**src/rtl/sigma_xif_periph_if.sv**
```systemverilog
// xif request/response bundle between the core tile and a memory-mapped slave.
// Request side: req, we, addr, be, wdata (driven by master).
// Response side: ack (same-cycle accept), resp/rdata (one cycle after an accepted read).
interface sigma_xif_periph_if;
    logic        req;
    logic        we;
    logic [31:0] addr;
    logic [3:0]  be;
    logic [31:0] wdata;
    logic        ack;
    logic        resp;
    logic [31:0] rdata;

    modport master (
        output req, we, addr, be, wdata,
        input  ack, resp, rdata
    );

    modport slave (
        input  req, we, addr, be, wdata,
        output ack, resp, rdata
    );
endinterface

```
**src/rtl/sigma_xif_periph.sv**
```systemverilog
// LED/switch/timer peripheral on the xif bus with a level interrupt.
// Latency: ack is combinational; resp/rdata follow an accepted read by one cycle.
// Backpressure: none, every in-window request is accepted immediately.
// Ports: clk_i/rst_n_i (sync active-low), bus (xif slave), gpio_bi (async switches),
//        gpio_bo (LED register), irq_o (timer expiry & IE).
module sigma_xif_periph #(
    parameter logic [31:0] BASE_ADDR = 32'h8000_0000,
    parameter int unsigned PRESCALE  = 1,
    parameter logic [31:0] LED_RST   = 32'h0
) (
    input  logic                  clk_i,
    input  logic                  rst_n_i,
    sigma_xif_periph_if.slave     bus,
    input  logic [31:0]           gpio_bi,
    output logic [31:0]           gpio_bo,
    output logic                  irq_o
);

    localparam logic [15:0] PRE_LAST = 16'(PRESCALE - 1);

    localparam logic [5:0] OFF_LED    = 6'h00;
    localparam logic [5:0] OFF_SW     = 6'h01;
    localparam logic [5:0] OFF_CTRL   = 6'h02;
    localparam logic [5:0] OFF_PERIOD = 6'h03;
    localparam logic [5:0] OFF_VALUE  = 6'h04;
    localparam logic [5:0] OFF_STATUS = 6'h05;

    logic        in_window;
    logic        wr_acc;
    logic        rd_acc;
    logic [5:0]  off;

    logic [31:0] led_q;
    logic [31:0] sw_meta;
    logic [31:0] sw_sync;
    logic        ctrl_en;
    logic        ctrl_auto;
    logic        ctrl_ie;
    logic [31:0] period_q;
    logic [31:0] value_q;
    logic [15:0] pre_q;
    logic        exp_q;
    logic        resp_q;
    logic [31:0] rdata_q;

    logic [31:0] rd_dat;
    logic        tick;
    logic        expire;
    logic        ctrl_wr;
    logic        start;
    logic        sts_clr;

    function automatic logic [31:0] be_merge(input logic [31:0] old,
                                             input logic [31:0] wd,
                                             input logic [3:0]  be);
        logic [31:0] r;
        r = old;
        for (int b = 0; b < 4; b++) begin
            if (be[b]) r[8*b +: 8] = wd[8*b +: 8];
        end
        return r;
    endfunction

    assign in_window = (bus.addr[31:8] == BASE_ADDR[31:8]);
    assign bus.ack   = bus.req & in_window;
    assign wr_acc    = bus.ack & bus.we;
    assign rd_acc    = bus.ack & ~bus.we;
    assign off       = bus.addr[7:2];

    always_comb begin
        rd_dat = '0;
        case (off)
            OFF_LED:    rd_dat = led_q;
            OFF_SW:     rd_dat = sw_sync;
            OFF_CTRL:   rd_dat = {29'd0, ctrl_ie, ctrl_auto, ctrl_en};
            OFF_PERIOD: rd_dat = period_q;
            OFF_VALUE:  rd_dat = value_q;
            OFF_STATUS: rd_dat = {31'd0, exp_q};
            default:    rd_dat = '0;
        endcase
    end

    // PERIOD==0 never matches, so the counter is held at 0 while running.
    assign tick    = ctrl_en && (pre_q == PRE_LAST);
    assign expire  = tick && (period_q != 32'd0) && (value_q == period_q - 32'd1);
    assign ctrl_wr = wr_acc && (off == OFF_CTRL) && bus.be[0];
    // Only a 0->1 transition of EN restarts the count; 1->1 leaves it running.
    assign start   = ctrl_wr && bus.wdata[0] && !ctrl_en;
    assign sts_clr = wr_acc && (off == OFF_STATUS) && bus.be[0] && bus.wdata[0];

    always_ff @(posedge clk_i) begin
        if (!rst_n_i) begin
            led_q     <= LED_RST;
            sw_meta   <= '0;
            sw_sync   <= '0;
            ctrl_en   <= 1'b0;
            ctrl_auto <= 1'b0;
            ctrl_ie   <= 1'b0;
            period_q  <= '0;
            value_q   <= '0;
            pre_q     <= '0;
            exp_q     <= 1'b0;
            resp_q    <= 1'b0;
            rdata_q   <= '0;
        end else begin
            resp_q  <= rd_acc;
            rdata_q <= rd_acc ? rd_dat : 32'd0;

            sw_meta <= gpio_bi;
            sw_sync <= sw_meta;

            if (wr_acc && off == OFF_LED)    led_q    <= be_merge(led_q, bus.wdata, bus.be);
            if (wr_acc && off == OFF_PERIOD) period_q <= be_merge(period_q, bus.wdata, bus.be);

            if (start) begin
                pre_q   <= '0;
                value_q <= '0;
            end else if (ctrl_en) begin
                pre_q <= tick ? 16'd0 : pre_q + 16'd1;
                if (tick && period_q != 32'd0) begin
                    if (expire) value_q <= ctrl_auto ? 32'd0 : period_q;
                    else        value_q <= value_q + 32'd1;
                end
            end

            // A software CTRL write overrides the one-shot self-disable.
            if (ctrl_wr) begin
                ctrl_en   <= bus.wdata[0];
                ctrl_auto <= bus.wdata[1];
                ctrl_ie   <= bus.wdata[2];
            end else if (expire && !ctrl_auto) begin
                ctrl_en <= 1'b0;
            end

            // Expiry beats a same-cycle clear so no event is lost.
            if (expire)       exp_q <= 1'b1;
            else if (sts_clr) exp_q <= 1'b0;
        end
    end

    assign bus.resp  = resp_q;
    assign bus.rdata = rdata_q;
    assign gpio_bo   = led_q;
    assign irq_o     = exp_q & ctrl_ie;

endmodule

```
**src/flat_wrapper.sv**
```systemverilog
// flat-port wrapper written by rule: the top's interface ports become plain ports
module sigma_xif_periph_flat 
#(
    parameter logic [31:0] BASE_ADDR = 32'h8000_0000,
    parameter int unsigned PRESCALE  = 1,
    parameter logic [31:0] LED_RST   = 32'h0
)
  (clk_i, rst_n_i, gpio_bi, gpio_bo, irq_o, bus_req, bus_we, bus_addr, bus_be, bus_wdata, bus_ack, bus_resp, bus_rdata);
  sigma_xif_periph_if bus_i ();
  input  logic clk_i;
  input  logic rst_n_i;
  input  logic [31:0] gpio_bi;
  output logic [31:0] gpio_bo;
  output logic irq_o;
  input wire logic [$bits(bus_i.req)-1:0] bus_req;
  input wire logic [$bits(bus_i.we)-1:0] bus_we;
  input wire logic [$bits(bus_i.addr)-1:0] bus_addr;
  input wire logic [$bits(bus_i.be)-1:0] bus_be;
  input wire logic [$bits(bus_i.wdata)-1:0] bus_wdata;
  output wire logic [$bits(bus_i.ack)-1:0] bus_ack;
  output wire logic [$bits(bus_i.resp)-1:0] bus_resp;
  output wire logic [$bits(bus_i.rdata)-1:0] bus_rdata;
  assign bus_i.req = bus_req;
  assign bus_i.we = bus_we;
  assign bus_i.addr = bus_addr;
  assign bus_i.be = bus_be;
  assign bus_i.wdata = bus_wdata;
  assign bus_ack = bus_i.ack;
  assign bus_resp = bus_i.resp;
  assign bus_rdata = bus_i.rdata;
  sigma_xif_periph #(.BASE_ADDR(BASE_ADDR), .PRESCALE(PRESCALE), .LED_RST(LED_RST)) u_core (.clk_i(clk_i), .rst_n_i(rst_n_i), .bus(bus_i), .gpio_bi(gpio_bi), .gpio_bo(gpio_bo), .irq_o(irq_o));
endmodule
```
**config.mk**
```make
export PLATFORM = sky130hd
export DESIGN_NAME = sigma_xif_periph_flat
export DESIGN_NICKNAME = d
export VERILOG_FILES = /design/src/rtl/sigma_xif_periph_if.sv /design/src/rtl/sigma_xif_periph.sv /design/src/flat_wrapper.sv
export SDC_FILE = /design/constraint.sdc
export NUM_CORES = 1
export LEC_CHECK = 0
export ABC_AREA = 1
export CAP_MARGIN = 20
export CORE_UTILIZATION = 60
export CTS_BUF_LIST = sky130_fd_sc_hd__clkbuf_4 sky130_fd_sc_hd__clkbuf_8
export DETAILED_ROUTE_END_ITERATION = 6
export PLACE_DENSITY = 0.88
export REMOVE_ABC_BUFFERS = 1
export SLEW_MARGIN = 20
export SYNTH_ARGS = -nofsm -noshare
export SYNTH_HDL_FRONTEND = slang
export SYNTH_SLANG_ARGS = --single-unit
```
**constraint.sdc**
```tcl
create_clock -name clk_i -period 6.7 [get_ports clk_i]
set_input_delay 0.67 -clock clk_i [delete_from_list [all_inputs] [get_ports clk_i]]
set_output_delay 0.67 -clock clk_i [all_outputs]
set_load 0.01 [all_outputs]
```
# Word-level counts from Yosys, hierarchy flattened
# Cells that the tools add are included.
# W data, S select, Z words.
dict set report totals {
  register_bits 213
  word_cells 73
  in_bits 104
  output_inout_bits 67
}
dict set report classes {
  mux 8
  n_addsub 3
  n_reduce_logical 31
  n_bitwise 6
  eq_ne 7
}
# cell count
set ops {}
lappend ops {{$pmux W32 S6} 1}
lappend ops {{$mux W32} 2}
lappend ops {{$add A32 B1 Y32 const B} 1}
lappend ops {{$eq A32 B32 Y1} 1}
lappend ops {{$reduce_bool A32 Y1} 1}
lappend ops {{$sub A32 B1 Y32 const B} 1}
lappend ops {{$eq A24 B24 Y1 const B} 1}
lappend ops {{$reduce_and A2 Y1} 10}
lappend ops {{$add A16 B1 Y16 const B} 1}
lappend ops {{$logic_not A16 Y1} 1}
lappend ops {{$mux W16} 1}
lappend ops {{$logic_and A1 B1 Y1} 13}
lappend ops {{$eq A6 B2 Y1 const B} 2}
lappend ops {{$eq A6 B3 Y1 const B} 2}
lappend ops {{$eq A6 B1 Y1 const B} 1}
lappend ops {{$logic_not A6 Y1} 1}
lappend ops {{$and A1 B1 Y1} 4}
lappend ops {{$mux W1} 4}
lappend ops {{$reduce_bool A2 Y1} 2}
lappend ops {{$logic_not A1 Y1} 2}
lappend ops {{$not A1 Y1} 2}
lappend ops {{$reduce_or A2 Y1} 1}

# Depth between registers and ports, before layout
# Gate-level depths: netlist of the first run.
dict set report logic_depth {
  word_depth 8
  mapped_depth 20
  depth_no_buf 19
}

# Least setup slack after synthesis of the first run
# OpenSTA, ideal clock, no wires.
dict set report synth_timing {
  kind {in2reg}
  startpoint {input port bus_addr[7]}
  endpoint {register u_core.value_q[17]}
  setup_time_ps 120
  setup_slack_ps 4353
  path_stages 12
  path_buffers 1
  t_required_ps 6580
  t_arrival_ps 2226
  cell_sequence {or2_1 inv_1 nand3_1 nor2_1 inv_1 nor4_1 nand2_1 nand2_1 inv_1 clkbuf_1 o21ai_0 a21oi_1}
}
dict set report synth_via {
  elab_chain_len 6
}
# element line_no
set synth_lines {}
lappend synth_lines {{start: declaration} flat_wrapper.sv:17} ;# input wire logic [$bits(bus_i.addr)-1:0] bus_addr;
lappend synth_lines {{$eq A6 B2 Y1} sigma_xif_periph.sv:86} ;# assign ctrl_wr = wr_acc && (off == OFF_CTRL) && bus.be[0];
lappend synth_lines {{$logic_and A1 B1 Y1 (2 in a row)} sigma_xif_periph.sv:86}
lappend synth_lines {{$logic_and A1 B1 Y1 (2 in a row)} sigma_xif_periph.sv:88} ;# assign start = ctrl_wr && bus.wdata[0] && !ctrl_en;
lappend synth_lines {{$reduce_or A2 Y1 (no line)} -}
lappend synth_lines {{end signal: assignment} sigma_xif_periph.sv:121} ;# if (expire) value_q <= ctrl_auto ? 32'd0 : period_q;
lappend synth_lines {{end signal: assignment} sigma_xif_periph.sv:122} ;# else value_q <= value_q + 32'd1;
lappend synth_lines {{end: declaration} sigma_xif_periph.sv:40} ;# logic [31:0] value_q;
# No other way between the ends.
# A chain may end at the register's enable or synchronous reset.

# Worst setup path in the final report of the first run
dict set report layout_timing {
  startpoint {register u_core.period_q[0]}
  endpoint {register u_core.value_q[31]}
}
dict set report layout_via {
  elab_chain_len 4
  elab_cells_between_ends 7
  cone_classes {add/sub (1); eq/ne (1); mux (1); reduce/logical (4)}
}
# element line_no
set layout_lines {}
lappend layout_lines {{start: declaration} sigma_xif_periph.sv:39} ;# logic [31:0] period_q;
lappend layout_lines {{start signal: assignment} sigma_xif_periph.sv:113} ;# if (wr_acc && off == OFF_PERIOD) period_q <= be_merge(period_q, bus.wdata, bus.be);
lappend layout_lines {{$sub A32 B1 Y32 or $reduce_bool A32 Y1 (tied branches)} {sigma_xif_periph.sv:85, sigma_xif_periph.sv:120}}
lappend layout_lines {{$eq A32 B32 Y1 or $logic_and A1 B1 Y1 (tied branches)} {sigma_xif_periph.sv:85, sigma_xif_periph.sv:120}}
lappend layout_lines {{$logic_and A1 B1 Y1} sigma_xif_periph.sv:85} ;# assign expire = tick && (period_q != 32'd0) && (value_q == period_q - 32'd1);
lappend layout_lines {{$mux W32} sigma_xif_periph.sv:121}
# Several ways; a longest one is shown, not always the timed one.

==> results.sh, run 1 <==
export IMPL_status="finished clean"
export IMPL_irDropWorstVdd_v=0.0002584
export IMPL_drt_total_wl_um=33710
export IMPL_ios=171
export IMPL_n_fill_cell=1427
export IMPL_yosys_warnings=0
export IMPL_clock_latency_ns=0.55
export IMPL_gp_congestion=0.9699
export IMPL_finish_instance_area_um2=13450
export IMPL_ys_seq_area_frac=0.3886
export IMPL_grt_pass1_vias=10580
export IMPL_min_path_cells=2
export IMPL_synthToLayoutAreaGrowth_pct=22.58
export IMPL_max_cap_violations=0
export IMPL_cts_max_level=2
export IMPL_path_class="register to register"
export IMPL_grt_max_degree=65
export IMPL_row_count=49
export IMPL_rsz0062_at_grt="no"
export IMPL_synth_cell_types=39
export IMPL_finalSetupViolCount=0
export IMPL_finalClockSkew_ns=0.02725
export IMPL_worstMarginPinSlew_ns=1.021
export IMPL_finalHoldViolCount=0
export IMPL_cp_start_kind="register"
export IMPL_drive_gt1_frac=0.06035
export IMPL_vias=11470
export IMPL_final_cell_mix="nand2_1 (372), nor2_1 (224), inv_1 (219), dfxtp_1 (213), clkdlybuf4s50_1 (167)"
export IMPL_clock_tree_root_cell="clkbuf_8"
export IMPL_critPathMaxFanout=32
export IMPL_dr_pass1_iters=5
export IMPL_syn_area_per_cell_um2=6.695
export IMPL_die_x_um=137.2
export IMPL_hold_class="register to register"
export IMPL_arrival_ns=4.80
export IMPL_timing_fmax_ghz=0.2289
export IMPL_clk_pin_slew_worst_paths_ns=0.07
export IMPL_relSlewSlack=0.3176
export IMPL_grt_pass1_wl_um=51810
export IMPL_ctsHoldBuffers=0
export IMPL_nNetsFinal=1888
export IMPL_via_per_inst=5.634
export IMPL_dpl_hpwl_um=23230
export IMPL_synth_area_um2=10970
export IMPL_critPathCaptureType="register"
export IMPL_antenna_cells=0
export IMPL_post_route_period_util=0.6521
export IMPL_cts_setup_buffers=0
export IMPL_slowest_delay_ns=0.90
export IMPL_cts_made_buffers=36
export IMPL_crit_required_ns=7.14
export IMPL_mostFrequentLayoutCell="nand2_1"
export IMPL_ctsResizeCount=0
export IMPL_wire_per_inst_um=16.57
export IMPL_clk_path_buf_depth=3
export IMPL_cts_tree="done"
export IMPL_drt_drc_violations_left=0
export IMPL_fp_dieArea_um2=18830
export IMPL_port_buffers=168
export IMPL_drtIter0Drc=870
export IMPL_powerDensity_nw_per_um2=197.0
export IMPL_grt_usage=0.3540
export IMPL_syn_inst=1639
export IMPL_gr_total_overflow=0
export IMPL_drt_antenna_violating_nets=0
export IMPL_crit_top_cell="nand2_1"
export IMPL_fin_cells=2035
export IMPL_power_static_leakage_uw=0.005970
export IMPL_core_area_um2=17960
export IMPL_finalMaxSlewViolations=0
export IMPL_antenna_found_initial=0
export IMPL_synth_seq_cells=213
export IMPL_cts_sinks=213
export IMPL_dp_cells=1970
export IMPL_crit_chain="inv_1 -> ha_1 -> nand2_2 -> nor2_4 -> nand2_1 -> o21ai_1 -> nand2_1 -> nand2_1 -> nand2_1 -> inv_2 -> nand2_1 -> nor2_4 -> nand3_2 -> nand3_1 -> nand3_1 -> nand2_1 -> inv_1"
export IMPL_start_util=0.6109
export IMPL_dieHeight_um=137.2
export IMPL_place_area_um2=12680
export IMPL_post_route_min_period_ns=4.369
export IMPL_ff2ff_path_depth=17
export IMPL_cpMaxStageDelayCell="nand3_2"
export IMPL_timing_setup_tns_ns=0
power breakdown:
part	internal, µW	total, µW	switching (µW)	leakage, µW
Combinational	62.1	114	51.7	0.00383
Sequential	1280	1290	4.65	0.00173
Clock	717	1250	529	0.000412
worst max-delay path, delay by kind of cell, from the launching register on:
kind                     cells  cell delay (ns)
buffers and inverters        3             0.28
adder cells (fa/ha/maj)      1             0.30
AND/OR/NAND/NOR             12             3.10
AO/OA/AOI/OAI                1             0.21
flip-flops                   1             0.35
through the flow:
step	total power, µW	utilization	hold WS [ns]	worst slack (ns)
2_1_floorplan	1344	-	0.3900	3.354
3_3_place_gp	1425	0.7060	0.3919	2.563
3_5_place_dp	1429	0.7060	0.3977	2.422
4_1_cts	2654	0.7488	0.4083	2.481
5_1_grt	2725	0.7488	0.4238	2.067
6_report	2649	0.7488	0.4041	2.331
sequential cells by signal (all words and copies together), names as in the netlist:
register and count:
u_core.exp_q 1, u_core.value_q 32, u_core.pre_q 16, u_core.bus.resp 1, u_core.bus.rdata 32, u_core.sw_sync 32
u_core.period_q 32, u_core.ctrl_auto 1, u_core.gpio_bo 32, u_core.sw_meta 32, u_core.ctrl_en 1, u_core.ctrl_ie 1
cells by family (layout without fill, tap and decap cells):
group,count (synthesis),after routing,synth area share
AND/OR/NAND/NOR,819,819,0.3227
buffers and inverters,303,470,0.1084
XOR/XNOR,51,51,0.04071
flip-flops,213,213,0.3886
AO/OA/AOI/OAI,248,248,0.1339
adder cells (fa/ha/maj),5,5,0.005701
routing by layer:
metal,track usage,wire (µm)
met5,0,0
met4,0.1459,871
met3,0.05445,2714
met2,0.5954,15890
met1,0.4514,14240
final cells by class:
| class | instances | area, µm² | area share |
|---|---|---|---|
| multi-input cells | 1123 | 5543 | 0.4121 |
| flip-flops and latches | 213 | 4264 | 0.3170 |
| repair buffers | 174 | 1722 | 0.1280 |
| inverters | 231 | 867.1 | 0.06447 |
| clock buffers | 57 | 671.9 | 0.04995 |
| well taps | 229 | 286.5 | 0.02130 |
| clock inverters | 8 | 96.34 | 0.007163 |
Yosys cell counts (all sizes together):
library cell	instances	area [µm²]
o31ai	2	15.01
clkinv	4	15.01
nand2	377	1428
nor3	46	245.2
nor2	239	959.7
nor3b	4	35.03
o21a	1	7.510
a41oi	2	17.52
a211oi	33	247.7
a22oi	31	232.7
a221oi	3	26.28
xnor2	14	122.6
xor2	37	324.1
a31oi	27	168.9
nand3	76	385.4
nand4	61	381.6
nor4	7	43.79
o21ai	76	380.4
clkbuf	51	191.4
a21oi	69	345.3
or2	4	25.02
inv	227	852.1
o22ai	2	12.51
ha	5	62.56
dfxtp	213	4264
o21bai	2	15.01
nand3b	5	37.54
buf	21	131.4
final timing paths:
check                                  start                               to  slack [ns]
max          u_core.period_q[0]$_SDFFE_PN0P_  u_core.value_q[31]$_SDFFE_PP0P_        2.33
min             u_core.sw_meta[4]$_SDFF_PN0_     u_core.sw_sync[4]$_SDFF_PN0_        0.40
max reg2reg  u_core.period_q[0]$_SDFFE_PN0P_  u_core.value_q[31]$_SDFFE_PP0P_        2.33
min reg2reg     u_core.sw_meta[4]$_SDFF_PN0_     u_core.sw_sync[4]$_SDFF_PN0_        0.40
(Power assumes the default switching activity.)
==> inputs of run 2 (changes only) <==
CORE_UTILIZATION = 56   (was 60)
PLACE_DENSITY = 0.83   (was 0.88)
clock period = 4.1 ns   (was 6.7 ns; I/O delays follow)
==> run 2 against run 1 <==
The run now ends with DRC left. Fmax increased by 37%. Sequential cell count is the same. Wire length decreased by 0.68%. First-iteration DRC count is 2.4% higher. Setup slack worse by 1.4 ns. Hold slack worse by 0.12 ns. Clock power rose by 64%. Power increased by 64%. Via count is 0.10% lower. Combinational power grew 61%. Critical endpoint is now u_core.value_q[30]$_SDFFE_PP0P_. Largest power group unchanged.
==> results.sh, run 2 (synthesis gave the netlist of run 1 again) <==
export IMPL_clock_tree_root_cell="clkbuf_8"
export IMPL_cts_made_buffers=35
export IMPL_drive_gt1_frac=0.06546
export IMPL_crit_chain="inv_1 -> ha_1 -> nand2_2 -> nor2_4 -> nand2_1 -> o21ai_1 -> nand2_1 -> nand2_1 -> nand2_1 -> inv_2 -> nand3_1 -> nor2_1 -> nand2_1 -> nand2_1 -> nand3_1 -> nand2_1 -> inv_1"
export IMPL_irDropWorstVdd_v=0.0003793
export IMPL_synthToLayoutAreaGrowth_pct=24.17
export IMPL_regArea_um2=4264
export IMPL_antenna_found_initial=0
export IMPL_gp_congestion=0.9649
export IMPL_grt_usage=0.3315
export IMPL_die_x_um=142.0
export IMPL_arrival_ns=3.61
export IMPL_dpl_hpwl_um=24470
export IMPL_switchingPower_uw=940.2
export IMPL_ios=171
export IMPL_drtIter0Drc=891
export IMPL_status="complete, but fails checks"
export IMPL_grt_pass1_wl_um=53090
export IMPL_reg2reg_from="u_core.period_q[0]$_SDFFE_PN0P_"
export IMPL_ctsResizeCount=0
export IMPL_switching_share=0.2166
export IMPL_final_cell_mix="nand2_1 (372), nor2_1 (225), inv_1 (220), dfxtp_1 (213), clkdlybuf4s50_1 (167)"
export IMPL_wire_per_inst_um=16.11
export IMPL_internal_power_uw=3400
export IMPL_drt_antenna_violating_nets=0
export IMPL_seqPwrFrac=0.485
export IMPL_post_route_min_period_ns=3.194
export IMPL_cpLargestDelayFamily="simple AND/OR/NAND/NOR gates"
export IMPL_timing_setup_tns_ns=0
export IMPL_start_util=0.5789
export IMPL_power_uw=4340
export IMPL_antenna_cells=0
export IMPL_violations="DRC"
export IMPL_clk_path_buf_depth=3
export IMPL_crit_start="u_core.period_q[0]$_SDFFE_PN0P_"
export IMPL_rsz0062_at_grt="no"
export IMPL_finalHoldViolCount=0
export IMPL_gr_total_overflow=0
export IMPL_max_cap_violations=0
export IMPL_critPathMaxFanout=15
export IMPL_ctsHoldBuffers=0
export IMPL_fp_dieArea_um2=20160
export IMPL_finalMaxSlewViolations=0
export IMPL_path_buf_inv=3
export IMPL_relSlewSlack=0.3759
export IMPL_dieHeight_um=142.0
export IMPL_post_route_period_util=0.7789
export IMPL_crit_required_ns=4.52
export IMPL_finalClockSkew_ns=0.02444
export IMPL_grt_pass1_vias=10740
export IMPL_mostFrequentLayoutCell="nand2_1"
export IMPL_grt_max_degree=62
export IMPL_critPathCaptureType="register"
export IMPL_hold_start="rst_n_i"
export IMPL_port_buffers=168
export IMPL_clock_latency_ns=0.54
export IMPL_via_per_inst=5.512
export IMPL_powerDensity_nw_per_um2=318.6
export IMPL_finalSetupViolCount=0
export IMPL_crit_top_cell="nand2_1"
export IMPL_n_fill_cell=1600
export IMPL_hold_class="primary input to register"
export IMPL_power_frac_comb=0.042
export IMPL_cts_setup_buffers=0
export IMPL_cp_start_kind="register"
export IMPL_clk_pin_slew_worst_paths_ns=0.06
export IMPL_nNetsFinal=1901
export IMPL_pwr_share_clk=0.472
export IMPL_dr_pass1_iters=7
export IMPL_slowest_delay_ns=0.42
export IMPL_cts_sinks=213
export IMPL_drt_drc_violations_left=3
export IMPL_power_static_leakage_uw=0.006048
export IMPL_worstMarginPinSlew_ns=0.9352
export IMPL_path_class="register to register"
export IMPL_drt_total_wl_um=33480
export IMPL_vias=11450
export IMPL_core_area_um2=18960
export IMPL_cts_max_level=2
export IMPL_cts_tree="done"
export IMPL_row_count=50
export IMPL_timing_fmax_ghz=0.3131
export IMPL_multi_input_area_um2=5535
export IMPL_cpMaxStageDelayCell="nor2_1"
==> run 2: cell count changes in the layout (fill, tap and decap cells not counted) <==
cell       delta
buf_4        +14
clkbuf_8      +9
clkbuf_4      -8
clkinv_2      -2
buf_12        +1
buf_2         -1
bufinv_16     -1
inv_1         +1
inv_2         -1
nor2_1        +1
nor2_4        -1
==> run 2: worst min-delay path: cells and delay by family <==
family                 cells  cell delay, ns
buffers and inverters      2            0.26
and+or+nand+nor            1            0.10
==> run 2: power groups by stage <==
| stage | registers, µW | clock network, µW | logic (µW) |
|---|---|---|---|
| after global routing | 2110 | 2170 | 200 |
| after detailed placement | 2150 | 0 | 182 |
| final | 2110 | 2050 | 184 |
| after CTS | 2110 | 2070 | 183 |
| after floorplan | 2150 | 0 | 46.2 |
| after global placement | 2150 | 0 | 178 |
==> run 2: stage by stage <==
step / instances / area, µm² / setup WS (ns) / util / hold WS (ns)
final: 2078 / 13630 / 0.9064 / 0.7188 / 0.2845
after global routing: 2078 / 13630 / 0.5341 / 0.7188 / 0.3038
after CTS: 2078 / 13630 / 0.9197 / 0.7188 / 0.2802
after detailed placement: 2015 / 12830 / 0.9354 / 0.6770 / 0.3968
after global placement: 2015 / 12830 / 1.027 / 0.6770 / 0.3923
after floorplan: 1567 / 10650 / 1.014 / - / 0.3900
==> run 2: path summary, 6_finish.rpt <==
kind              cells after the start                              end  slack [ns]
setup / recovery                     17  u_core.value_q[30]$_SDFFE_PP0P_        0.91
hold / removal                        3    u_core.sw_sync[21]$_SDFF_PN0_        0.28
hold reg to reg                       2     u_core.sw_sync[7]$_SDFF_PN0_        0.41
setup reg to reg                     17  u_core.value_q[30]$_SDFFE_PP0P_        0.91
==> run 2: layer usage <==
metal	global-route usage	vias to the layer above	part of all wire
met4	0.1104	0	0.023
met3	0.06191	66	0.080
met2	0.5617	494	0.46
li1	-	5607	-
met1	0.4235	5286	0.43
met5	0	-	0
==> run 2: cell type report <==
type                       count  share of cell area
clock inverter                 5            0.004132
multi-input combinational   1123              0.4062
timing repair buffer         188              0.1352
inverter                     231             0.06364
tap                          260             0.02388
sequential                   213              0.3129
clock buffer                  58             0.05399
